$ cat src/rtl/vga_timing_pkg.sv
// Shared VGA timing constants, coordinate type and totals.
// Defaults describe 640x480 @ 60 Hz from a 50 MHz clock.
package vga_timing_pkg;

  localparam int H_VISIBLE_DEF = 640;
  localparam int H_FRONT_DEF   = 16;
  localparam int H_SYNC_DEF    = 96;
  localparam int H_BACK_DEF    = 48;
  localparam int V_VISIBLE_DEF = 480;
  localparam int V_FRONT_DEF   = 10;
  localparam int V_SYNC_DEF    = 2;
  localparam int V_BACK_DEF    = 33;
  localparam int CLK_DIV_DEF   = 2;

  localparam int COORD_W   = 10;
  localparam int COORD_MAX = 1 << COORD_W;

  typedef logic [COORD_W-1:0] coord_t;

  function automatic int h_total(
    input int vis,
    input int fp,
    input int sync,
    input int bp
  );
    return vis + fp + sync + bp;
  endfunction

  function automatic int v_total(
    input int vis,
    input int fp,
    input int sync,
    input int bp
  );
    return vis + fp + sync + bp;
  endfunction

endpackage

$ cat src/rtl/vga_pix_div.sv
// Pixel-rate divider: phase counter plus a registered
// one-cycle strobe that is high while phase = CLK_DIV-1.
module vga_pix_div
  import vga_timing_pkg::*;
#(
  parameter int CLK_DIV = CLK_DIV_DEF
) (
  input  logic clk,
  input  logic rst_n,
  output logic pix_en
);

  localparam logic [1:0] LAST = 2'(CLK_DIV - 1);

  logic [1:0] phase;
  logic [1:0] phase_nxt;

  always_comb begin
    phase_nxt = (phase == LAST) ? 2'd0 : phase + 2'd1;
  end

  // Strobe is registered from the next phase so it lines up
  // with phase itself reaching LAST.
  always_ff @(posedge clk or negedge rst_n) begin
    if (!rst_n) begin
      phase  <= 2'd0;
      pix_en <= 1'b0;
    end else begin
      phase  <= phase_nxt;
      pix_en <= (phase_nxt == LAST);
    end
  end

endmodule

$ cat src/rtl/vga_timing_gen.sv
// VGA raster timing: pixel divider, X/Y counters, and
// sync/blank decode registered alongside the coordinates.
module vga_timing_gen
  import vga_timing_pkg::*;
#(
  parameter int H_VISIBLE = H_VISIBLE_DEF,
  parameter int H_FRONT   = H_FRONT_DEF,
  parameter int H_SYNC    = H_SYNC_DEF,
  parameter int H_BACK    = H_BACK_DEF,
  parameter int V_VISIBLE = V_VISIBLE_DEF,
  parameter int V_FRONT   = V_FRONT_DEF,
  parameter int V_SYNC    = V_SYNC_DEF,
  parameter int V_BACK    = V_BACK_DEF,
  parameter int CLK_DIV   = CLK_DIV_DEF
) (
  input  logic   Clk,
  input  logic   Reset_n,
  output logic   PIX_EN,
  output coord_t DRAW_X,
  output coord_t DRAW_Y,
  output logic   HS_N,
  output logic   VS_N,
  output logic   BLANK_N,
  output logic   LINE_END,
  output logic   FRAME_END
);

  localparam int H_TOTAL =
    h_total(H_VISIBLE, H_FRONT, H_SYNC, H_BACK);
  localparam int V_TOTAL =
    v_total(V_VISIBLE, V_FRONT, V_SYNC, V_BACK);

  if (H_TOTAL > COORD_MAX || V_TOTAL > COORD_MAX) begin : g_bad_total
    $error("vga_timing_gen: line or frame total exceeds 1024");
  end

  if (CLK_DIV < 2 || CLK_DIV > 4) begin : g_bad_div
    $error("vga_timing_gen: CLK_DIV must be 2..4");
  end

  localparam int EW = COORD_W + 1;

  localparam coord_t H_LAST = coord_t'(H_TOTAL - 1);
  localparam coord_t V_LAST = coord_t'(V_TOTAL - 1);

  localparam logic [EW-1:0] HV_LIM = EW'(H_VISIBLE);
  localparam logic [EW-1:0] VV_LIM = EW'(V_VISIBLE);
  localparam logic [EW-1:0] HS_BEG = EW'(H_VISIBLE + H_FRONT);
  localparam logic [EW-1:0] HS_END =
    EW'(H_VISIBLE + H_FRONT + H_SYNC);
  localparam logic [EW-1:0] VS_BEG = EW'(V_VISIBLE + V_FRONT);
  localparam logic [EW-1:0] VS_END =
    EW'(V_VISIBLE + V_FRONT + V_SYNC);

  coord_t        x_nxt;
  coord_t        y_nxt;
  logic [EW-1:0] xe;
  logic [EW-1:0] ye;
  logic          hs_on;
  logic          vs_on;
  logic          vis_on;

  vga_pix_div #(
    .CLK_DIV (CLK_DIV)
  ) u_div (
    .clk    (Clk),
    .rst_n  (Reset_n),
    .pix_en (PIX_EN)
  );

  always_comb begin
    x_nxt = DRAW_X;
    y_nxt = DRAW_Y;
    if (PIX_EN) begin
      if (DRAW_X == H_LAST) begin
        x_nxt = '0;
        y_nxt = (DRAW_Y == V_LAST) ? '0 : DRAW_Y + 1'b1;
      end else begin
        x_nxt = DRAW_X + 1'b1;
      end
    end
  end

  // Decode from the next coordinates so control and
  // coordinates leave the same flop stage together.
  always_comb begin
    xe     = {1'b0, x_nxt};
    ye     = {1'b0, y_nxt};
    hs_on  = (xe >= HS_BEG) && (xe < HS_END);
    vs_on  = (ye >= VS_BEG) && (ye < VS_END);
    vis_on = (xe < HV_LIM) && (ye < VV_LIM);
  end

  always_ff @(posedge Clk or negedge Reset_n) begin
    if (!Reset_n) begin
      DRAW_X  <= '0;
      DRAW_Y  <= '0;
      HS_N    <= 1'b1;
      VS_N    <= 1'b1;
      BLANK_N <= 1'b1;
    end else begin
      DRAW_X  <= x_nxt;
      DRAW_Y  <= y_nxt;
      HS_N    <= ~hs_on;
      VS_N    <= ~vs_on;
      BLANK_N <= vis_on;
    end
  end

  assign LINE_END  = PIX_EN & (DRAW_X == H_LAST);
  assign FRAME_END = LINE_END & (DRAW_Y == V_LAST);

endmodule
$ cat config.mk
export PLATFORM = sky130hd
export DESIGN_NAME = vga_timing_gen
export DESIGN_NICKNAME = d
export VERILOG_FILES = /design/src/rtl/vga_timing_pkg.sv /design/src/rtl/vga_pix_div.sv /design/src/rtl/vga_timing_gen.sv
export SDC_FILE = /design/constraint.sdc
export NUM_CORES = 1
export LEC_CHECK = 0
export CORE_MARGIN = 4
export CORE_UTILIZATION = 45
export CTS_CLUSTER_DIAMETER = 80
export DETAILED_ROUTE_END_ITERATION = 10
export PLACE_DENSITY = 0.75
export SLEW_MARGIN = 30
export SYNTH_ARGS = -nofsm -noshare
export SYNTH_HDL_FRONTEND = slang
export SYNTH_SLANG_ARGS = --single-unit
$ cat constraint.sdc
create_clock -name Clk -period 2.5 [get_ports Clk]
set_clock_uncertainty 0.15 [all_clocks]
set_input_delay 0.5 -clock Clk [delete_from_list [all_inputs] [get_ports Clk]]
set_output_delay 0.5 -clock Clk [all_outputs]
set_load 0.05 [all_outputs]
Yosys cells after proc, flatten, opt, wreduce, memory -nomap -nowiden
Cells that the tools add are included.
- $lt $le $gt $ge: 6
- bitwise operators: 4
- reductions and logical operators: 3
- equal/unequal tests: 4
- add/subtract/negate cells: 3
- multiplexer cells: 6
- operators with widths (cell ; count):
    $mux W10 ; 5
    $add A10 B1 Y10 const B ; 2
    $eq A10 B10 Y1 const B ; 2
    $lt A10 B10 Y1 const B ; 2
    $lt A10 B9 Y1 const B ; 2
    $ge A10 B10 Y1 const B ; 1
    $ge A10 B9 Y1 const B ; 1
    $eq A2 B1 Y1 const B ; 2
    $logic_and A1 B1 Y1 ; 3
    $add A2 B1 Y2 const B ; 1
    $and A1 B1 Y1 ; 2
    $mux W2 ; 1
    $not A1 Y1 ; 2
- logic and storage cells: 33
- output and inout bits: 26
- flip-flop bits (word level): 26
- input port bits: 2

Longest topological paths before layout
Gate-level depths: netlist of run 1.
- depth after elaboration: 7
- mapped depth: 9
- depth with buffers taken out: 7

Cells and area by module
Synthesis of run 1 repeated with hierarchy kept, for this count alone.
- cells, all modules: 163
- area total of the unflattened synthesis: 1514.0 µm²
- modules (own cells, without submodules) (module ; times used ; seq. area each (µm²) ; area an instance (µm²) ; cells an instance):
    vga_timing_gen ; 1 ; 579.3 ; 1425.1 ; 157
    vga_pix_div ; 1 ; 75.1 ; 88.8 ; 6

Worst setup path after synthesis of run 1
OpenSTA, ideal clock, no wires.
- kind: register -> output
- start point: register DRAW_Y[1]
- end point: output port FRAME_END
- setup slack: -0.436 ns
- stages on the path, launching flop included: 7
- arrival time: 2.286 ns
- path buffers: 1
- data required time: 1.850 ns
- path through: dfrtp_1 -> inv_1 -> ha_1 -> nand4_1 -> or4_1 -> clkbuf_1 -> nor2_1
- word-level cells in the longest chain between the ends: 2
- ends and longest elaborated chain (element ; line ; RTL):
    start: declaration ; vga_timing_gen.sv:20 ; output coord_t DRAW_Y,
    start signal: assignment ; vga_timing_gen.sv:103 ; DRAW_Y <= y_nxt;
    $eq A10 B10 Y1 ; vga_timing_gen.sv:111 ; assign FRAME_END = LINE_END & (DRAW_Y == V_LAST);
    $and A1 B1 Y1 ; vga_timing_gen.sv:111 ;
    end: declaration ; vga_timing_gen.sv:25 ; output logic FRAME_END
Every way passes these cells.

Worst setup path after layout of run 1
- start point: register DRAW_Y[0]
- end point: output port FRAME_END
The elaborated chain is that of the path after synthesis.

==> results.py, run 1 <==
metrics = {
    "logic_synthesis": {
        "ys_warn_count": 0,
        "synth_async_sr_flop_share_pct": 100.0,
        "synth.distinct_cells": 39,
        "ys_ff_latch": 26,
        "syn_avg_cell_area_um2": 9.456,
        "netlist_area_um2": 1390,
        "synth_top_area_share_pct": 41.40,
        "netlist_instances": 147,
        "synth_most_common_cell": "dfrtp_1",
        "synth_common_cells": "23 x dfrtp_1, 13 x inv_1, 13 x nand2_1",
        "synthesis.nets": 152,
        "synth_area_leader_cell": "dfrtp_1",
        "synth_edf_count": 0,
        "ys.flop_type": "dfrtp_1",
        "yosysSeqAreaShare_pct": 47.07,
        "synth_area_leaders": "dfrtp_1 41%, dfstp_2 5.7%, xnor2_1 4.4%",
    },
    "timing": {
        "setup_viol_count_final": 1,
        "rsz0062_at_grt": "yes",
        "drv_slew": 0,
        "tightest_slew_ns": 0.5132,
        "maxSlewHeadroom_pct": 65.68,
        "period_needed_ns": 2.571,
        "hold_viol": 0,
        "setup_ws_ns": -0.07122,
        "finalCritPeriodShare_pct": 102.8,
        "clock.fmax_ghz": 0.3889,
        "fin_setup_tns_ns": -0.07122,
    },
    "floorplanning": {
        "die_w_um": 63.58,
        "start_util_pct": 48.73,
        "die_y_um": 63.58,
        "core_um2": 2853,
        "die_area_um2": 4042,
        "rows": 19,
        "io_pins": 28,
    },
    "clock_tree": {
        "hold_buffers": 0,
        "cts_sinks": 26,
        "htreeDepth": 1,
        "root_buffer": "clkbuf_4",
        "clock_latency_ns": 0.33,
        "cts_buffers": 3,
        "cts.clk_slew.worst_paths_ns": 0.14,
        "cts_tree": "built",
        "clockBufferDepth": 2,
    },
    "cells_and_area": {
        "area_delta_synth_final_pct": 32.40,
        "fillCellCount": 230,
        "final_util_pct": 64.52,
        "final_cells": 216,
        "drive_above_1_share_pct": 20.54,
        "diodes": 0,
        "nNetsFinal": 191,
    },
    "global_route": {
        "gr-total-overflow": 0,
        "antenna_found_initial": 0,
        "grtUsageTotal_pct": 17.84,
        "grt_first_pass_wirelength_um": 5823,
        "grt_max_degree": 27,
        "grt_pass1_vias": 1244,
    },
    "status": {
        "status": "complete, but fails checks",
        "violations": "negative setup slack",
    },
    "setup_path": {
        "critical_path_class": "reg2out",
        "worstPathMaxFanout": 2,
        "arrival_ns": 1.92,
        "timing.rr.start": "DRAW_X[6]$_DFF_PN0_",
        "slowest_stage": "or4_4",
        "cp-startpoint": "DRAW_Y[0]$_DFF_PN0_",
        "cp.required_ns": 1.85,
        "path_cells": "inv_2 > ha_1 > nand4_1 > or4_4 > nor2_4 > buf_12",
        "end_kind": "output pin",
        "start_kind": "register",
        "max_stage_delay_ns": 0.54,
    },
    "placed_design": {
        "dpl_worst_slack_ns": 0.1460,
        "dp.cells": 206,
        "portBuffers": 27,
        "place.gp.congestion": 0.9233,
        "dp_hpwl_um": 2406,
    },
    "drt": {
        "firstDrtPassIters": 4,
        "ant_nets": 0,
        "drc": 0,
        "vias": 1309,
        "drtIter0Drc": 70,
        "wl_per_cell_um": 15.52,
        "routed_wirelength_um": 3353,
        "vias_per_cell": 6.060,
    },
    "run": {
        "maxCapViolations": 0,
    },
    "power": {
        "max-vdd-ir-drop_uv": 243.1,
        "p_per_area_nw_per_um2": 336.6,
        "leakage_uw": 0.0007331,
    },
    "min_path": {
        "hp-class": "reg2reg",
        "hp-start": "u_div.phase[1]$_DFF_PN0_",
    },
}
==> through the flow <==
step | power [uW] | hold WS [ns] | instance area (um^2)
2_1_floorplan | 428.6 | 0.05441 | 1403
3_3_place_gp | 439.5 | 0.2616 | 1754
3_5_place_dp | 439.7 | 0.2736 | 1754
4_1_cts | 626.5 | 0.2896 | 1832
5_1_grt | 650.7 | 0.3141 | 1841
6_report | 619.5 | 0.2844 | 1841
==> registers in the layout, summed over array words and instances (netlist names) <==
| name | cells |
|---|---|
| VS_N | 1 |
| HS_N | 1 |
| u_div.pix_en | 1 |
| u_div.phase | 2 |
| DRAW_X | 10 |
| DRAW_Y | 10 |
| BLANK_N | 1 |
==> report_power, final <==
| part | internal (uW) | switching [uW] |
|---|---|---|
| Clock | 62.7 | 126 |
| Combinational | 2.39 | 8.02 |
| Sequential | 421 | 0 |
| Total | 486 | 134 |
==> worst paths after layout <==
kind                       slack, ns                endpoint  depth (start not counted)
max                            -0.07               FRAME_END                          6
min                             0.28  u_div.pix_en$_DFF_PN0_                          1
max reg2reg                     0.20          VS_N$_DFF_PN1_                          5
min reg2reg                     0.28  u_div.pix_en$_DFF_PN0_                          1
max in group asynchronous       1.53          HS_N$_DFF_PN1_                          2
min in group asynchronous       0.36     DRAW_Y[6]$_DFF_PN0_                          2
==> kinds of logic (layout without fill, tap and decap cells) <==
| family | Yosys count | count (layout) | synth area share [%] |
|---|---|---|---|
| fa+ha+maj | 3 | 3 | 2.701 |
| compound gates | 26 | 26 | 12.51 |
| buf+inv | 19 | 57 | 5.671 |
| flops | 26 | 26 | 47.07 |
| mux | 2 | 2 | 1.530 |
| xor+xnor | 9 | 9 | 5.671 |
| simple gates | 62 | 62 | 24.84 |
==> metal layers <==
layer	part of all wire (%)	up-vias	GRT usage (%)
li1	-	607	-
met1	46	639	25.59
met2	46	55	27.12
met3	5.8	8	3.020
met4	1.7	0	5.930
met5	0	-	0
==> final cells by class <==
cell class,count,area [um^2],share of cell area [%]
clock buffer,4,26.28,1.428
inverter,13,52.55,2.855
multi-input combinational,102,674.4,36.64
sequential,26,660.6,35.89
tap,31,38.79,2.107
timing repair buffer,40,387.9,21.07
==> what timing repair did <==
item	4_1_cts	5_1_grt
pin swaps	2	3
gates cloned	0	0
hold endpoints to repair	0	0
gates resized for setup	4	3
setup buffers	5	1
setup endpoints to repair	2	2
==> layout by cell type (no fill, tap or decap), types with 7 or more instances in the layout <==
master,count
buf_4,13
nand4_1,7
dfrtp_1,18
inv_1,10
clkdlybuf4s50_1,25
nand3_1,10
nand2_1,13
xnor2_1,7
nor2_1,9
o21ai_0,8
==> critical path: cells and delay by family (launching register included) <==
family        cells  cell delay [ns]
simple gates      3             0.81
flops             1             0.45
buf+inv           2             0.20
fa+ha+maj         1             0.13
(Power assumes the default switching activity.)
==> run 2: changes to the inputs <==
Settings changed: CORE_ASPECT_RATIO set to 0.75.
==> run 2 against run 1 <==
Compared with the run above: the run now ends clean; sequential share of layout area is 0.48 points lower; cell count increased by 2.3%; die area grew 0.23%; utilization decreased by 1.5 points.
==> results.py, run 2 (synthesis results as in run 1) <==
metrics = {
    "timing": {
        "setup_ws_ns": 0.002549,
        "hold_viol": 0,
        "setup_viol_count_final": 0,
        "drv_slew": 0,
        "tightest_slew_ns": 0.5124,
        "period_needed_ns": 2.497,
        "rsz0062_at_grt": "yes",
        "maxSlewHeadroom_pct": 65.52,
        "clock.fmax_ghz": 0.4004,
        "finalCritPeriodShare_pct": 99.90,
    },
    "clock_tree": {
        "cts_tree": "built",
        "cts_buffers": 3,
        "cts.clk_slew.worst_paths_ns": 0.09,
        "clock_latency_ns": 0.26,
        "hold_buffers": 0,
        "htreeDepth": 1,
        "root_buffer": "clkbuf_8",
        "cts_sinks": 26,
        "clockBufferDepth": 2,
    },
    "cells_and_area": {
        "drive_above_1_share_pct": 18.58,
        "fin_area_um2": 1862,
        "diodes": 0,
        "area_delta_synth_final_pct": 33.93,
        "layout_commonest_cell": "clkdlybuf4s50_1",
        "layout_common_cells": "25 x clkdlybuf4s50_1, 19 x dfrtp_1, 13 x nand2_1, 12 x inv_1, 11 x buf_4",
        "nNetsFinal": 189,
        "reg_top3": "DRAW_X: 10 flops, DRAW_Y: 10 flops, u_div.phase: 2 flops",
        "fillCellCount": 240,
        "final_util_pct": 62.97,
    },
    "power": {
        "swShare_pct": 19.06,
        "comb_power_share_pct": 1.4,
        "max-vdd-ir-drop_uv": 327.3,
        "leakage_uw": 0.0007399,
        "power_frac_seq_pct": 60.4,
        "intPower_uw": 563.3,
        "p_per_area_nw_per_um2": 373.8,
        "switching_power_uw": 132.6,
        "power_frac_clock_pct": 38.1,
    },
    "setup_path": {
        "cp.required_ns": 1.85,
        "critical_path_class": "reg2out",
        "start_kind": "register",
        "end_kind": "output pin",
        "worstPathMaxFanout": 4,
        "arrival_ns": 1.85,
    },
    "status": {
        "status": "finished clean",
    },
    "floorplanning": {
        "start_util_pct": 47.02,
        "core_um2": 2957,
        "rows": 17,
        "die_area_um2": 4052,
        "die_w_um": 72.18,
        "io_pins": 28,
        "die_y_um": 56.14,
    },
    "drt": {
        "firstDrtPassIters": 4,
        "routed_wirelength_um": 3329,
        "drtIter0Drc": 108,
        "drc": 0,
        "ant_nets": 0,
        "vias_per_cell": 5.652,
        "wl_per_cell_um": 15.06,
        "vias": 1249,
    },
    "global_route": {
        "antenna_found_initial": 0,
        "grtUsageTotal_pct": 18.28,
        "grt_max_degree": 27,
        "grt_first_pass_wirelength_um": 6016,
        "gr-total-overflow": 0,
        "grt_pass1_vias": 1312,
    },
    "run": {
        "maxCapViolations": 0,
    },
    "placed_design": {
        "placed_area_um2": 1763,
        "portBuffers": 27,
        "dpl_worst_slack_ns": 0.1903,
        "dp_hpwl_um": 2513,
        "place.gp.congestion": 0.9121,
    },
    "min_path": {
        "hp-class": "reg2reg",
    },
}
run 2: final timing paths:
path	slack [ns]	start	to	cells past startpoint
max	0.003	DRAW_Y[6]$_DFF_PN0_	FRAME_END	4
min	0.28	u_div.phase[1]$_DFF_PN0_	u_div.pix_en$_DFF_PN0_	1
max reg2reg	0.23	DRAW_X[1]$_DFF_PN0_	VS_N$_DFF_PN1_	6
min reg2reg	0.28	u_div.phase[1]$_DFF_PN0_	u_div.pix_en$_DFF_PN0_	1
max in group asynchronous	1.46	Reset_n	HS_N$_DFF_PN1_	2
min in group asynchronous	0.44	Reset_n	DRAW_Y[3]$_DFF_PN0_	2
run 2: what timing repair did:
action / 4_1_cts / 5_1_grt
endpoints found under the setup margin: 1 / 2
gates resized for setup: 1 / 3
setup buffers: 3 / 1
pin swaps: 0 / 2
run 2: through the flow:
step	instances	total power, uW	hold slack (ns)	setup TNS (ns)
2_1_floorplan	147	428.6	0.05441	0
3_3_place_gp	213	439.5	0.2588	0
3_5_place_dp	213	439.6	0.2572	0
4_1_cts	220	703.4	0.2837	0
5_1_grt	221	726.4	0.3186	-0.03774
6_report	221	695.9	0.2782	0
run 2: routing by layer:
layer  vias to the layer above  global-route usage, %  share of wire (%)  routed length (um)
li1                        602                      -                  -                   -
met3                        12                  5.415                7.6                 254
met4                         0                  5.630                2.3                  75
met1                       581                  23.28                 43                1426
met5                         -                      0                  0                   0
met2                        54                  29.57                 47                1573
run 2: area by class of cell:
type | count | area (um^2) | area share [%]
Inverter | 13 | 52.55 | 2.823
Sequential cell | 26 | 659.4 | 35.42
Multi-Input combinational cell | 102 | 674.4 | 36.22
Clock buffer | 4 | 55.05 | 2.957
Timing Repair Buffer | 38 | 372.9 | 20.03
Tap cell | 38 | 47.55 | 2.554
run 2: worst max-delay path: stages, from the launching register on:
cell	delay, ns
dfrtp_2	0.43
or3_4	0.38
or4_4	0.51
nor2_4	0.12
buf_12	0.14
run 2: power groups by stage:
stage	clock (uW)	sequential, uW	combinational, uW
global placement	0	429	11.0
detailed placement	0	429	11.1
CTS	272	420	11.2
floorplan	0	429	0.000249
global route	293	420	12.6
finish	265	420	10.1
==> run 3: changes to the inputs <==
Settings changed: GPL_TIMING_DRIVEN set to 0.
==> run 3 against run 2 <==
Compared with the run above: the run now ends with negative setup slack left; power is 3.8% lower; worst setup slack got worse by 0.0037 ns; clock power down 9.1%; routed wire length grew 5.4%; via count increased by 3.3%; register-to-register slack better by 0.07 ns; non-clock buffer count up 3; combinational power down 18%; largest power group unchanged.
==> results.py, run 3 (synthesis results as in run 1) <==
metrics = {
    "power": {
        "swShare_pct": 20.10,
        "max-vdd-ir-drop_uv": 248.2,
        "power_frac_seq_pct": 62.8,
        "leakage_uw": 0.0007475,
        "comb_power_share_pct": 1.2,
        "switching_power_uw": 134.6,
        "total_power_uw": 669.4,
        "intPower_uw": 534.9,
        "power_frac_clock_pct": 36.0,
        "p_per_area_nw_per_um2": 360.3,
    },
    "cells_and_area": {
        "area_delta_synth_final_pct": 33.66,
        "final_util_pct": 62.84,
        "drive_above_1_share_pct": 21.51,
        "reg_top3": "DRAW_X: 10 flops, DRAW_Y: 10 flops, u_div.phase: 2 flops",
        "final_cells": 224,
        "diodes": 0,
        "layout_commonest_cell": "clkdlybuf4s50_1",
        "nNetsFinal": 192,
        "fillCellCount": 241,
        "layout_common_cells": "24 x clkdlybuf4s50_1, 17 x dfrtp_1, 13 x nand2_1, 11 x inv_1",
    },
    "clock_tree": {
        "htreeDepth": 1,
        "cts_buffers": 3,
        "cts_tree": "built",
        "clockBufferDepth": 2,
        "root_buffer": "clkbuf_8",
        "clock_latency_ns": 0.27,
        "cts_sinks": 26,
        "cts.clk_slew.worst_paths_ns": 0.09,
    },
    "status": {
        "violations": "negative setup slack",
        "status": "complete, but fails checks",
    },
    "drt": {
        "ant_nets": 0,
        "routed_wirelength_um": 3510,
        "wl_per_cell_um": 15.67,
        "drtIter0Drc": 144,
        "vias_per_cell": 5.759,
        "firstDrtPassIters": 4,
        "vias": 1290,
        "drc": 0,
    },
    "global_route": {
        "top_usage_layer": "met2",
        "met1_usage_pct": 23.87,
        "gr-total-overflow": 0,
        "grtUsageTotal_pct": 18.16,
        "gr-usage-met2_pct": 29.18,
        "grt_max_degree": 27,
        "grt_pass1_vias": 1267,
        "use_met3_pct": 5.776,
        "grt_first_pass_wirelength_um": 5899,
        "antenna_found_initial": 0,
    },
    "setup_path": {
        "cp.required_ns": 1.85,
        "arrival_ns": 1.85,
        "end_kind": "output pin",
        "start_kind": "register",
        "max_stage_delay_ns": 0.55,
        "worstPathMaxFanout": 3,
        "path_cells": "inv_2 > ha_4 > nand4_1 > or4_4 > nor2_4 > buf_8",
        "slowest_stage": "or4_4",
        "critical_path_class": "reg2out",
    },
    "placed_design": {
        "portBuffers": 27,
        "dp.cells": 212,
        "place.gp.congestion": 0.9560,
        "dpl_worst_slack_ns": -0.5558,
        "dp_hpwl_um": 2404,
    },
    "timing": {
        "rsz0062_at_grt": "yes",
        "period_needed_ns": 2.501,
        "hold_viol": 0,
        "setup_ws_ns": -0.001160,
        "fin_hold_ws_ns": 0.06527,
        "finalCritPeriodShare_pct": 100.0,
        "setup_viol_count_final": 1,
        "drv_slew": 0,
        "tightest_slew_ns": 0.5580,
        "maxSlewHeadroom_pct": 62.46,
        "clock.fmax_ghz": 0.3998,
    },
    "floorplanning": {
        "core_um2": 2957,
        "die_w_um": 72.18,
        "die_area_um2": 4052,
        "start_util_pct": 47.02,
        "rows": 17,
        "die_y_um": 56.14,
        "io_pins": 28,
    },
    "run": {
        "maxCapViolations": 0,
    },
    "min_path": {
        "hp-class": "in2async",
    },
}
-- run 3: changes by cell type in the layout (fill, tap and decap cells not counted), moves of 2 or more --
| cell | delta |
|---|---|
| buf_2 | +3 |
| buf_12 | -2 |
| clkbuf_1 | +2 |
| dfrtp_1 | -2 |
| dfrtp_2 | +2 |
| inv_2 | +2 |
-- run 3: power groups by stage --
stage                     Clock [uW]  Combinational (uW)  Sequential, uW
final                            241                8.32             420
after global routing             269                10.3             420
after global placement             0                9.61             429
after floorplan                    0            0.000249             429
after CTS                        242                8.94             420
after detailed placement           0                8.97             429
-- run 3: worst paths after layout --
kind / startpoint / endpoint / slack, ns / depth (start not counted)
hold reg to reg: u_div.phase[1]$_DFF_PN0_ / u_div.pix_en$_DFF_PN0_ / 0.28 / 1
max in group asynchronous: Reset_n / u_div.pix_en$_DFF_PN0_ / 1.72 / 1
hold / removal: Reset_n / DRAW_Y[3]$_DFF_PN0_ / 0.07 / 1
setup reg to reg: DRAW_X[6]$_DFF_PN0_ / BLANK_N$_DFF_PN1_ / 0.30 / 6
setup / recovery: DRAW_Y[0]$_DFF_PN0_ / FRAME_END / -0.001 / 6
min in group Clk: u_div.phase[1]$_DFF_PN0_ / u_div.pix_en$_DFF_PN0_ / 0.28 / 1
-- run 3: per-layer routing --
metal,wire length (um),vias to the layer above
met4,12,0
met5,0,-
met1,1615,639
met3,217,2
li1,-,608
met2,1663,41
-- run 3: stage by stage --
| stage | TNS, ns | instance area [um^2] |
|---|---|---|
| after floorplan | 0 | 1403 |
| after global placement | -0.8593 | 1720 |
| after detailed placement | -0.8576 | 1715 |
| after CTS | 0 | 1798 |
| after global routing | -0.07915 | 1858 |
| final | -0.001160 | 1858 |
-- run 3: final cells by class --
type / instances / area, um^2 / area share, %
well taps: 38 / 47.55 / 2.559
inverters: 13 / 48.80 / 2.626
multi-input cells: 102 / 686.9 / 36.97
repair buffers: 36 / 339.1 / 18.25
plain buffers: 5 / 28.78 / 1.549
flip-flops and latches: 26 / 661.9 / 35.62
clock buffers: 4 / 45.04 / 2.424
-- run 3: worst max-delay path: cells and delay by family (launching register included) --
family,cells,cell delay (ns)
adder cells (fa/ha/maj),1,0.12
buffers and inverters,2,0.23
flip-flops,1,0.43
AND/OR/NAND/NOR,3,0.81
-- run 3: what timing repair did --
action,in CTS,in global routing
pin swaps,2,3
hold buffers,0,0
setup endpoints to repair,2,2
gates resized for setup,16,9
setup buffers,4,5
